<file path="src/rtl/access_control_mu_pkg.sv">
// access_pkg: shared types and codes for the multi-user access controller.
//   state_e  - controller FSM states
//   REQ_*    - request codes on the req port
//   ST_*     - codes driven on the status port
//   clog2_min1 - ceil(log2(n)) with a floor of 1, for counter/index widths
package access_pkg;

    typedef enum logic [2:0] {
        S_IDLE,
        S_COLLECT,
        S_CHECK,
        S_DENIED,
        S_GRANTED,
        S_NEW_PW,
        S_LOCKED
    } state_e;

    localparam logic [1:0] REQ_NONE   = 2'b00;
    localparam logic [1:0] REQ_LOGIN  = 2'b01;
    localparam logic [1:0] REQ_CHANGE = 2'b10;
    localparam logic [1:0] REQ_LOGOUT = 2'b11;

    localparam logic [2:0] ST_IDLE       = 3'b000;
    localparam logic [2:0] ST_COLLECT    = 3'b001;
    localparam logic [2:0] ST_GRANTED    = 3'b010;
    localparam logic [2:0] ST_DENIED     = 3'b011;
    localparam logic [2:0] ST_LOCKED     = 3'b100;
    localparam logic [2:0] ST_PW_CHANGED = 3'b101;

    function automatic int unsigned clog2_min1(input int unsigned n);
        return (n > 1) ? $clog2(n) : 1;
    endfunction

endpackage

</file>
<file path="src/rtl/access_control_mu_pw_store.sv">
// pw_store: NUM_USERS x PW_W password register file.
//   clk_i, rst_i - clock, synchronous active-high reset (all slots -> DEFAULT_PW)
//   we_i         - one-cycle write strobe
//   waddr_i      - slot written when we_i is high
//   wdata_i      - new password
//   raddr_i      - slot read combinationally onto rdata_o
module pw_store #(
    parameter int unsigned NUM_USERS  = 4,
    parameter int unsigned UID_W      = 2,
    parameter int unsigned PW_W       = 16,
    parameter logic [PW_W-1:0] DEFAULT_PW = '0
) (
    input  logic             clk_i,
    input  logic             rst_i,
    input  logic             we_i,
    input  logic [UID_W-1:0] waddr_i,
    input  logic [PW_W-1:0]  wdata_i,
    input  logic [UID_W-1:0] raddr_i,
    output logic [PW_W-1:0]  rdata_o
);

    logic [PW_W-1:0] slots_q [NUM_USERS];

    always_ff @(posedge clk_i) begin
        if (rst_i) begin
            for (int unsigned i = 0; i < NUM_USERS; i++) begin
                slots_q[i] <= DEFAULT_PW;
            end
        end else if (we_i) begin
            slots_q[waddr_i] <= wdata_i;
        end
    end

    assign rdata_o = slots_q[raddr_i];

endmodule

</file>
<file path="src/rtl/access_control_mu.sv">
// access_control_mu: multi-user password access controller.
//   clk, rst     - clock, synchronous active-high reset
//   req          - 00 none, 01 login, 10 change pw, 11 logout
//   user_id      - slot selected by a login request
//   data_in      - entered digit, valid when data_load is high
//   data_load    - one-cycle digit strobe
//   access_grant - a user is logged in (GRANTED / NEW_PW)
//   locked       - lockout in progress
//   busy         - digits being collected or checked
//   status       - 000 idle, 001 collect, 010 granted, 011 denied, 100 locked, 101 pw changed
//   fail_count   - consecutive failed logins, clipped to 2 bits
module access_control_mu
    import access_pkg::*;
#(
    parameter int unsigned DIGIT_W     = 4,
    parameter int unsigned PW_LEN      = 4,
    parameter int unsigned NUM_USERS   = 4,
    parameter int unsigned MAX_FAILS   = 3,
    parameter int unsigned LOCK_CYCLES = 1024,
    parameter logic [DIGIT_W*PW_LEN-1:0] DEFAULT_PW = 16'h1234,
    localparam int unsigned PW_W  = DIGIT_W * PW_LEN,
    localparam int unsigned UID_W = clog2_min1(NUM_USERS)
) (
    input  logic               clk,
    input  logic               rst,
    input  logic [1:0]         req,
    input  logic [UID_W-1:0]   user_id,
    input  logic [DIGIT_W-1:0] data_in,
    input  logic               data_load,
    output logic               access_grant,
    output logic               locked,
    output logic               busy,
    output logic [2:0]         status,
    output logic [1:0]         fail_count
);

    localparam int unsigned CW = $clog2(PW_LEN + 1);
    localparam int unsigned FW = $clog2(MAX_FAILS + 1);
    localparam int unsigned LW = clog2_min1(LOCK_CYCLES);

    state_e            state_q, state_d;
    logic [UID_W-1:0]  uid_q, uid_d;
    logic [PW_W-1:0]   digits_q, digits_d;
    logic [CW-1:0]     cnt_q, cnt_d;
    logic [FW-1:0]     fail_q, fail_d;
    logic [LW-1:0]     lock_q, lock_d;

    logic              we;
    logic [PW_W-1:0]   stored_pw;
    logic [PW_W-1:0]   digits_shifted;
    logic [FW-1:0]     fail_inc;
    logic              uid_ok;
    logic              last_load;
    logic              pw_done;

    pw_store #(
        .NUM_USERS  (NUM_USERS),
        .UID_W      (UID_W),
        .PW_W       (PW_W),
        .DEFAULT_PW (DEFAULT_PW)
    ) u_store (
        .clk_i   (clk),
        .rst_i   (rst),
        .we_i    (we),
        .waddr_i (uid_q),
        .wdata_i (digits_q),
        .raddr_i (uid_q),
        .rdata_o (stored_pw)
    );

    // First digit entered ends up as the most significant digit.
    assign digits_shifted = (digits_q << DIGIT_W) | PW_W'(data_in);
    assign fail_inc       = fail_q + FW'(1);
    assign uid_ok         = ({1'b0, user_id} < (UID_W + 1)'(NUM_USERS));
    assign last_load      = data_load && (cnt_q == CW'(PW_LEN - 1));
    // In NEW_PW the full password is held one extra cycle so the write
    // lands on the edge after the last load.
    assign pw_done        = (cnt_q == CW'(PW_LEN));

    always_ff @(posedge clk) begin
        if (rst) begin
            state_q  <= S_IDLE;
            uid_q    <= '0;
            digits_q <= '0;
            cnt_q    <= '0;
            fail_q   <= '0;
            lock_q   <= '0;
        end else begin
            state_q  <= state_d;
            uid_q    <= uid_d;
            digits_q <= digits_d;
            cnt_q    <= cnt_d;
            fail_q   <= fail_d;
            lock_q   <= lock_d;
        end
    end

    always_comb begin
        state_d  = state_q;
        uid_d    = uid_q;
        digits_d = digits_q;
        cnt_d    = cnt_q;
        fail_d   = fail_q;
        lock_d   = lock_q;
        we       = 1'b0;
        unique case (state_q)
            S_IDLE: begin
                if (req == REQ_LOGIN && uid_ok) begin
                    uid_d    = user_id;
                    digits_d = '0;
                    cnt_d    = '0;
                    state_d  = S_COLLECT;
                end
            end
            S_COLLECT: begin
                if (req == REQ_LOGOUT) begin
                    state_d = S_IDLE;
                end else if (data_load) begin
                    digits_d = digits_shifted;
                    cnt_d    = cnt_q + CW'(1);
                    if (last_load) begin
                        state_d = S_CHECK;
                    end
                end
            end
            S_CHECK: begin
                if (digits_q == stored_pw) begin
                    fail_d  = '0;
                    state_d = S_GRANTED;
                end else begin
                    fail_d = fail_inc;
                    if (fail_inc == FW'(MAX_FAILS)) begin
                        lock_d  = LW'(LOCK_CYCLES - 1);
                        state_d = S_LOCKED;
                    end else begin
                        state_d = S_DENIED;
                    end
                end
            end
            S_DENIED: begin
                state_d = S_IDLE;
            end
            S_GRANTED: begin
                if (req == REQ_LOGOUT) begin
                    state_d = S_IDLE;
                end else if (req == REQ_CHANGE) begin
                    digits_d = '0;
                    cnt_d    = '0;
                    state_d  = S_NEW_PW;
                end
            end
            S_NEW_PW: begin
                if (pw_done) begin
                    we      = 1'b1;
                    state_d = S_GRANTED;
                end else if (req == REQ_LOGOUT) begin
                    state_d = S_IDLE;
                end else if (data_load) begin
                    digits_d = digits_shifted;
                    cnt_d    = cnt_q + CW'(1);
                end
            end
            S_LOCKED: begin
                if (lock_q == '0) begin
                    fail_d  = '0;
                    state_d = S_IDLE;
                end else begin
                    lock_d = lock_q - LW'(1);
                end
            end
            default: begin
                state_d = S_IDLE;
            end
        endcase
    end

    always_comb begin
        access_grant = (state_q == S_GRANTED) || (state_q == S_NEW_PW);
        locked       = (state_q == S_LOCKED);
        busy         = (state_q == S_COLLECT) || (state_q == S_CHECK) || (state_q == S_NEW_PW);
        fail_count   = (32'(fail_q) > 32'd3) ? 2'd3 : 2'(fail_q);
        unique case (state_q)
            S_IDLE:    status = ST_IDLE;
            S_COLLECT: status = ST_COLLECT;
            S_CHECK:   status = ST_COLLECT;
            S_DENIED:  status = ST_DENIED;
            S_GRANTED: status = ST_GRANTED;
            S_NEW_PW:  status = pw_done ? ST_PW_CHANGED : ST_COLLECT;
            S_LOCKED:  status = ST_LOCKED;
            default:   status = ST_IDLE;
        endcase
    end

endmodule
</file>
<file path="config.mk">
export PLATFORM = sky130hd
export DESIGN_NAME = access_control_mu
export DESIGN_NICKNAME = d
export VERILOG_FILES = /design/src/rtl/access_control_mu_pkg.sv /design/src/rtl/access_control_mu_pw_store.sv /design/src/rtl/access_control_mu.sv
export SDC_FILE = /design/constraint.sdc
export NUM_CORES = 1
export LEC_CHECK = 0
export CAP_MARGIN = 20
export CORE_UTILIZATION = 55
export DETAILED_ROUTE_END_ITERATION = 8
export PLACE_DENSITY = 0.8
export SYNTH_ARGS = -nofsm -noshare
export SYNTH_HDL_FRONTEND = slang
export SYNTH_HIERARCHICAL = 1
export SYNTH_SLANG_ARGS = --single-unit
</file>
<file path="constraint.sdc">
create_clock -name clk -period 2.6 [get_ports clk]
set_input_delay 0.65 -clock clk [delete_from_list [all_inputs] [get_ports clk]]
set_output_delay 0.65 -clock clk [all_outputs]
set_load 0.005 [all_outputs]
</file>
# Word level (Yosys, flattened, before mapping)
# Memory sizes are Yosys's and may differ from the RTL's. A register that Yosys moved wholly into a read port is not among the register bits.
# Cells that the tools add are included.
[totals] wordCells=98 ramBits=64 rom_bits=0 latch_bits=0 inputBits=11 n_memories=1 out_inout_bits=8 regBits=36
[memory_table] name="u_store.slots_q" words=4 word_bits=16 read_ports=1 rd_clocked_by_memory_dff=1 wr=4 line="access_control_mu_pw_store.sv:22" source="logic [PW_W-1:0] slots_q [NUM_USERS];"
[classes] reduce_logical=15 n_eq_ne=25 n_lt_le_gt_ge=0 shift=0 add_sub_neg=3 n_mul=0 n_div=0 n_mux=47 bitwise_logic=1
[ops] op="16-bit 2-to-1 mux" n=7
[ops] op="16-bit case mux with 4 select lines" n=1
[ops] op="3-bit 2-to-1 mux" n=18
[ops] op="10-bit 2-to-1 mux" n=3
[ops] op="10-bit case mux with 2 select lines" n=1
[ops] op="3-bit case mux with 6 select lines" n=1
[ops] op="16-bit equality test" n=1
[ops] op="16-bit by 4-bit bitwise OR with 16-bit output" n=1
[ops] op="16-bit OR reduction" n=1
[ops] op="3-bit case mux with 5 select lines" n=1
[ops] op="2-bit inequality test (second input constant)" n=7
[ops] op="3-bit equality test (second input constant)" n=4
[ops] op="3-bit inequality test (second input constant)" n=4
[ops] op="3-bit case mux with 4 select lines" n=1
[ops] op="10-bit zero test" n=1
[ops] op="2-bit 2-to-1 mux" n=5
[ops] op="10-bit by 1-bit subtractor with 10-bit output (second input constant)" n=1
[ops] op="3-bit by 2-bit equality test with 1-bit output (second input constant)" n=3
[ops] op="1-bit 2-to-1 mux" n=8
[ops] op="2-bit equality test (second input constant)" n=3
[ops] op="6-bit AND reduction" n=1
[ops] op="5-bit AND reduction" n=1
[ops] op="2-bit case mux with 2 select lines" n=1
[ops] op="2-bit AND reduction" n=2
[ops] op="12 further kinds" n=14

# Depth between registers and ports, before layout
# Gate-level depths: netlist of run 1.
[depth] word_depth=8 depth_mapped=9 ltp_nobuf=7

# Hierarchy
# The synthesis of run 1 kept the hierarchy.
[modules_own_cells] module="pw_store" seq_area_each_um2=1921.8 area_per_inst_um2=2906.5 cells_per_inst=162 n_inst=1
[modules_own_cells] module="access_control_mu" seq_area_each_um2=720.7 area_per_inst_um2=1969.4 cells_per_inst=240 n_inst=1

# Worst setup path before layout of run 1
# Ideal clock, no wire load.
[synth_path] path_kind="flip-flop to flip-flop" startpoint="register uid_q[0] (netlist name)" endpoint="register state_q[2]" required_time_ns=2.526 path_stages_with_launch=9 t_arrival_ns=2.415 slack_ns=0.111 period_less_slack_ns=2.489 setup_time_ns=0.074 n_path_buf=2 cell_sequence="dfxtp_1 > buf_6 > buf_12 > mux4_1 > xor2_1 > nor4_1 > nand4_1 > or3_1 > a31oi_1"
[synth_rtl] item="end signal, assigned" line="access_control_mu.sv:89" source="state_q <= state_d;"
[synth_rtl] item="end, declared" line="access_control_mu.sv:41" source="state_e state_q, state_d;"

==> run_results.csv, run 1 <==
group,metric,value,unit
floorplan,die_width,96.16,um
floorplan,die_h,96.16,um
pwr,vdd_ir_drop_max,363.1,uV
global_routing,grt_max_degree,24,
logic_synthesis,ys.flop_type,"edfxtp_1",
global_routing,gr-usage-all-layers,22.53,%
timing,fin_crit_sh,95.34,%
cts,postCtsSetupBuffers,0,
cts,clock-sinks,100,
cts,clk_pin_slew,0.10,ns
logic_synthesis,yosysTopAreaCell,"edfxtp_1",
logic_synthesis,async_reset_ff_share,0,%
logic_synthesis,synth_commonest_cells,"edfxtp_1, and2_1, dfxtp_1, a21oi_1, nand2_1",
logic_synthesis,yosysSeqAreaShare,54.20,%
floorplan,coreArea,8382,um2
timing,hold_violations,0,
final_layout,final_cell_area,5448,um2
timing,fin_setup_tns,0,ns
route,drt_iter0_drc,239,
cts,root_buffer,"clkbuf_8",
logic_synthesis,netlist_area,4876,um2
timing,fmax,0.4034,GHz
hold_path,min_path_type,"reg2reg",
cts,cts_buffer_depth,2,
global_routing,grt_pass1_vias,3117,
cts,cts_tree,"done",
critical_path,path_class,"reg2reg",
global_routing,overflow,0,
route,detail_route.wl_per_cell,17.54,um
final_layout,antennaDiodeCount,0,
cts,worstSkewPairLatency,0.36,ns
logic_synthesis,syn_avg_cell_area,12.13,um2
timing,fin_crit,2.479,ns
cts,cts_resized,0,
critical_path,path_cells,"buf_12 > buf_4 > mux4_1 > xor2_1 > nor4_1 > nand4_1 > buf_4 > or3_1 > a31oi_1",
status,outcome,"finished clean",
logic_synthesis,synthTopCellsByArea,"edfxtp_1, dfxtp_1, mux4_1",
critical_path,start_kind,"flop",
critical_path,worst-path-max-fanout,13,
critical_path,cp.required,2.90,ns
logic_synthesis,synth.distinct_cells,53,
logic_synthesis,syn_inst,402,
cts,postCtsHoldBufs,0,
logic_synthesis,ys_ff_latch,100,
placed_design,dp.cells,521,
cts,ctsHtreeMaxLevel,3,
logic_synthesis,synth_edf_count,64,
critical_path,crit_top_cell,"buf_4",
critical_path,crit_path_end_kind,"flop",
critical_path,cp.arrival,2.78,ns
critical_path,cpMaxStageDelayCell,"mux4_1",
timing,slew_headroom,62.63,%
logic_synthesis,synth_nets,419,
final_layout,drive_gt1_share,12.27,%
timing,rsz0062_at_grt,"true",
pwr,pwr_density_cell,587.7,nW/um2
critical_path,crit_path_max_incr_delay,0.56,ns
floorplan,fp.dieArea,9246,um2
floorplan,rows,33,
final_layout,final_nets,444,
final_layout,fin_cells,537,
logic_synthesis,yosysWarnings,6,
placed_design,hpwl,6401,um
timing,slew_violations,0,
route,routed_via_density,5.911,
final_layout,area_growth,11.73,%
global_routing,grt_pass1_wl,15230,um
timing,fin_worst_skew,0.01118,ns
route,firstDrtPassIters,4,
route,route.detailed.drc,0,
timing,tightest_slew,0.5605,ns
logic_synthesis,synth.most_common_cell,"edfxtp_1",
floorplan,start_util,58.17,%
pwr,leakage,0.001848,uW
route,wl,9419,um
cts,numCtsBuffers,9,
floorplan,num_io_pins,19,
logic_synthesis,synth_top_area_share,39.41,%
placed_design,portBuffers,18,
route,vias,3174,
route,postRouteAntennaNets,0,
placed_design,dpl_cell_area,5211,um2
global_routing,antenna_found_initial,0,
placed_design,place_congestion,0.8402,
job,cap_violations,0,
timing,setup_viol,0,
==> through the flow <==
| stage | setup WS [ns] | total power [uW] | hold WS, ns | utilization [%] |
|---|---|---|---|---|
| floorplan | 0.1112 | 2014 | 0.4486 | - |
| global route | -0.06769 | 3316 | 0.5127 | 64.99 |
| global placement | 0.08707 | 2123 | 0.4571 | 62.17 |
| finish | 0.1212 | 3202 | 0.4866 | 64.99 |
| detailed placement | 0.08308 | 2131 | 0.4741 | 62.17 |
| CTS | 0.02672 | 3212 | 0.4863 | 64.91 |
==> kinds of logic (layout without fill, tap and decap cells) <==
kind of cell               after synthesis  count (layout)  synth area share [%]
xor gates and xnor gates                23              23                 4.131
and+or+nand+nor                        164             164                 20.37
DFF                                    100             100                 54.20
adders and majority gates                6               6                 1.540
AOI/OAI and AO/OA                       56              56                 6.723
buffers and inverters                   34              64                 3.798
muxes                                   19              19                 9.238
==> sequential cells by signal, indices dropped and copies added, names as in the netlist <==
signal and count:
fail_count 2, state_q 3, u_store/slots_q 64, lock_q 10, digits_q 16, cnt_q 3, uid_q 2
==> worst max-delay path: cells and delay by family (launching register included) <==
kind | cells | cell delay (ns)
mux | 1 | 0.56
buf+inv | 3 | 0.48
compound gates | 1 | 0.16
simple gates | 3 | 0.71
flops | 1 | 0.36
xor+xnor | 1 | 0.16
==> metal layers <==
layer / vias up / global-route usage (%) / share of wire [%]
met5: - / 0 / 0
met4: 0 / 7.711 / 1.5
met3: 17 / 4.265 / 6.0
met2: 98 / 37.53 / 49
met1: 1545 / 29.55 / 44
li1: 1514 / - / -
==> where the power goes <==
part           internal, uW  leakage (uW)  switching (uW)  total, uW
Sequential             1720      0.000881            34.4       1750
Clock                   557      0.000112             546       1100
Combinational           150      0.000855             196        345
Total                  2430       0.00185             776       3200
==> cell type report <==
cell class                      count  area (um2)
Clock buffer                        9       123.9
Clock inverter                      7       105.1
Fill cell                         625        2934
Inverter                           11       41.29
Multi-Input combinational cell    268        2053
Sequential cell                   100        2645
Tap cell                          105       131.4
Timing Repair Buffer               37       347.8
==> cell usage in the layout (no fill, tap or decap), types with 3 or more instances in the layout <==
| master | instances |
|---|---|
| mux4_1 | 14 |
| and2_1 | 44 |
| ha_1 | 6 |
| nor2_1 | 11 |
| a21oi_1 | 35 |
| buf_4 | 17 |
| dfxtp_1 | 34 |
| xor2_1 | 23 |
| or2b_1 | 5 |
| nand2_1 | 27 |
| nand3_1 | 24 |
| clkbuf_8 | 9 |
| a31oi_1 | 3 |
| edfxtp_1 | 64 |
| nand3b_1 | 4 |
| inv_1 | 11 |
| nor2b_1 | 3 |
| o21ai_0 | 4 |
| mux2i_1 | 3 |
| clkdlybuf4s50_1 | 18 |
| nand2b_1 | 18 |
| nand4b_1 | 3 |
==> final timing paths <==
kind         depth (start not counted)                  start                 endpoint  slack [ns]
max                                  9  uid_q[0]$_SDFFE_PP0P_  state_q[2]$_SDFFE_PP0P_        0.12
min reg2reg                          2  cnt_q[1]$_SDFFE_PP0P_    cnt_q[1]$_SDFFE_PP0P_        0.49
min                                  2  cnt_q[1]$_SDFFE_PP0P_    cnt_q[1]$_SDFFE_PP0P_        0.49
max reg2reg                          9  uid_q[0]$_SDFFE_PP0P_  state_q[2]$_SDFFE_PP0P_        0.12
No activity file was read; power rests on OpenSTA's default activity.
==> run 2, diff against run 1 <==
Settings changed: SKIP_LAST_GASP set to 1, SLEW_MARGIN set to 10.
==> run 2 against run 1 <==
Effect of this change: sequential cell count unchanged; count of clock-buffer cells in the layout stayed put; cell count is the same; non-clock buffer count did not move; wire length shrank 0.35%; hold slack is essentially flat; cell area barely moved; worst setup slack lost 0.0013 ns; critical path type unchanged.
==> run_results.csv, run 2 (synthesis gave the netlist of run 1 again) <==
group,metric,value,unit
status,outcome,"finished clean",
timing,slew_violations,0,
global_routing,overflow,0,
critical_path,worstSetupStartpoint,"uid_q[0]$_SDFFE_PP0P_",
final_layout,area_growth,11.68,%
final_layout,register_area,2645,um2
final_layout,nFillCells,626,
route,detail_route.wl_per_cell,17.48,um
placed_design,hpwl,6401,um
final_layout,final_cell_area,5445,um2
final_layout,final_util,64.96,%
timing,hold_violations,0,
global_routing,grt_pass1_vias,3117,
placed_design,portBuffers,18,
critical_path,start_kind,"flop",
cts,root_buffer,"clkbuf_8",
timing,fin_crit_sh,95.39,%
route,wl,9386,um
route,route.detailed.drc,0,
final_layout,antennaDiodeCount,0,
critical_path,worst-path-max-fanout,13,
cts,clock-sinks,100,
final_layout,top_regs,"u_store/slots_q: 64 flops, digits_q: 16 flops, lock_q: 10 flops",
floorplan,coreArea,8382,um2
global_routing,gr-usage-all-layers,22.53,%
timing,setup_viol,0,
floorplan,start_util,58.17,%
cts,postCtsHoldBufs,0,
cts,cts_tree,"done",
timing,rsz0062_at_grt,"true",
floorplan,die_width,96.16,um
route,postRouteAntennaNets,0,
cts,numCtsBuffers,9,
global_routing,antenna_found_initial,0,
cts,clk_pin_slew,0.10,ns
global_routing,grt_max_degree,24,
timing,fin_crit,2.480,ns
cts,cts_resized,0,
critical_path,cp.arrival,2.78,ns
placed_design,dp.cells,521,
final_layout,final_nets,444,
global_routing,grt_pass1_wl,15230,um
pwr,vdd_ir_drop_max,362.8,uV
final_layout,regMostFlops,"u_store/slots_q",
timing,fmax,0.4032,GHz
critical_path,rr_startpoint,"uid_q[0]$_SDFFE_PP0P_",
job,cap_violations,0,
critical_path,path_class,"reg2reg",
hold_path,min_path_type,"reg2reg",
route,firstDrtPassIters,7,
pwr,pwr_density_cell,587.8,nW/um2
pwr,leakage,0.001853,uW
floorplan,rows,33,
cts,cts_buffer_depth,2,
final_layout,layout_commonest_cell,"edfxtp_1",
timing,fin_worst_skew,0.01193,ns
final_layout,fin_cells,537,
critical_path,cp.required,2.90,ns
final_layout,layout_common_cells,"edfxtp_1, and2_1, a21oi_1",
floorplan,num_io_pins,19,
route,routed_via_density,5.896,
pwr,power,3201,uW
route,drt_iter0_drc,208,
final_layout,largest_reg_flops,64,
cts,postCtsSetupBuffers,0,
hold_path,hp-start,"cnt_q[1]$_SDFFE_PP0P_",
timing,slew_headroom,62.92,%
placed_design,place_congestion,0.8402,
cts,ctsHtreeMaxLevel,3,
floorplan,die_h,96.16,um
final_layout,multi_input_area,2051,um2
critical_path,crit_path_end_kind,"flop",
placed_design,dpl_cell_area,5211,um2
timing,tightest_slew,0.5562,ns
floorplan,fp.dieArea,9246,um2
cts,worstSkewPairLatency,0.36,ns
timing,hold_ws,0.4866,ns
final_layout,drive_gt1_share,11.81,%
route,vias,3166,
[run 2: cell counts in the layout (fill, tap and decap cells not counted)]
No cell type changed its count.
[run 2: area by class of cell]
class                      count  share of cell area [%]
inverter                      11                  0.7583
multi-input combinational    268                   37.66
timing repair buffer          37                   6.388
clock buffer                   9                   2.275
tap                          105                   2.413
clock inverter                 7                   1.930
sequential                   100                   48.58
[run 2: routing by layer]
metal  up-vias  share of wire, %  global-route usage (%)
li1       1514                 -                       -
met1      1540                44                   29.55
met2        95                49                   37.53
met3        17               5.1                   4.265
met4         0               1.5                   7.711
met5         -                 0                       0
[run 2: final timing paths]
| check | end | slack (ns) | cells past startpoint |
|---|---|---|---|
| setup reg to reg | state_q[2]$_SDFFE_PP0P_ | 0.12 | 9 |
| setup / recovery | state_q[2]$_SDFFE_PP0P_ | 0.12 | 9 |
| hold reg to reg | cnt_q[1]$_SDFFE_PP0P_ | 0.49 | 2 |
| hold / removal | cnt_q[1]$_SDFFE_PP0P_ | 0.49 | 2 |
[run 2: per-stage QoR]
| stage | TNS [ns] | worst slack [ns] |
|---|---|---|
| 2_1_floorplan | 0 | 0.1112 |
| 3_3_place_gp | 0 | 0.08707 |
| 3_5_place_dp | 0 | 0.08308 |
| 4_1_cts | 0 | 0.02672 |
| 5_1_grt | -0.06608 | -0.06608 |
| 6_report | 0 | 0.1198 |
[run 2: where the power goes]
group          switching [uW]  internal, uW  total [uW]
Combinational             194           150         344
Sequential               34.3          1720        1750
Clock                     547           557        1100
Total                     775          2430        3200
[run 2: critical path, stage by stage, from the launching register on]
cell     delay, ns
dfxtp_2       0.36
buf_12        0.16
buf_4         0.14
mux4_1        0.56
xor2_1        0.16
nor4_1        0.28
nand4_1       0.13
buf_4         0.18
or3_1         0.30
a31oi_1       0.16
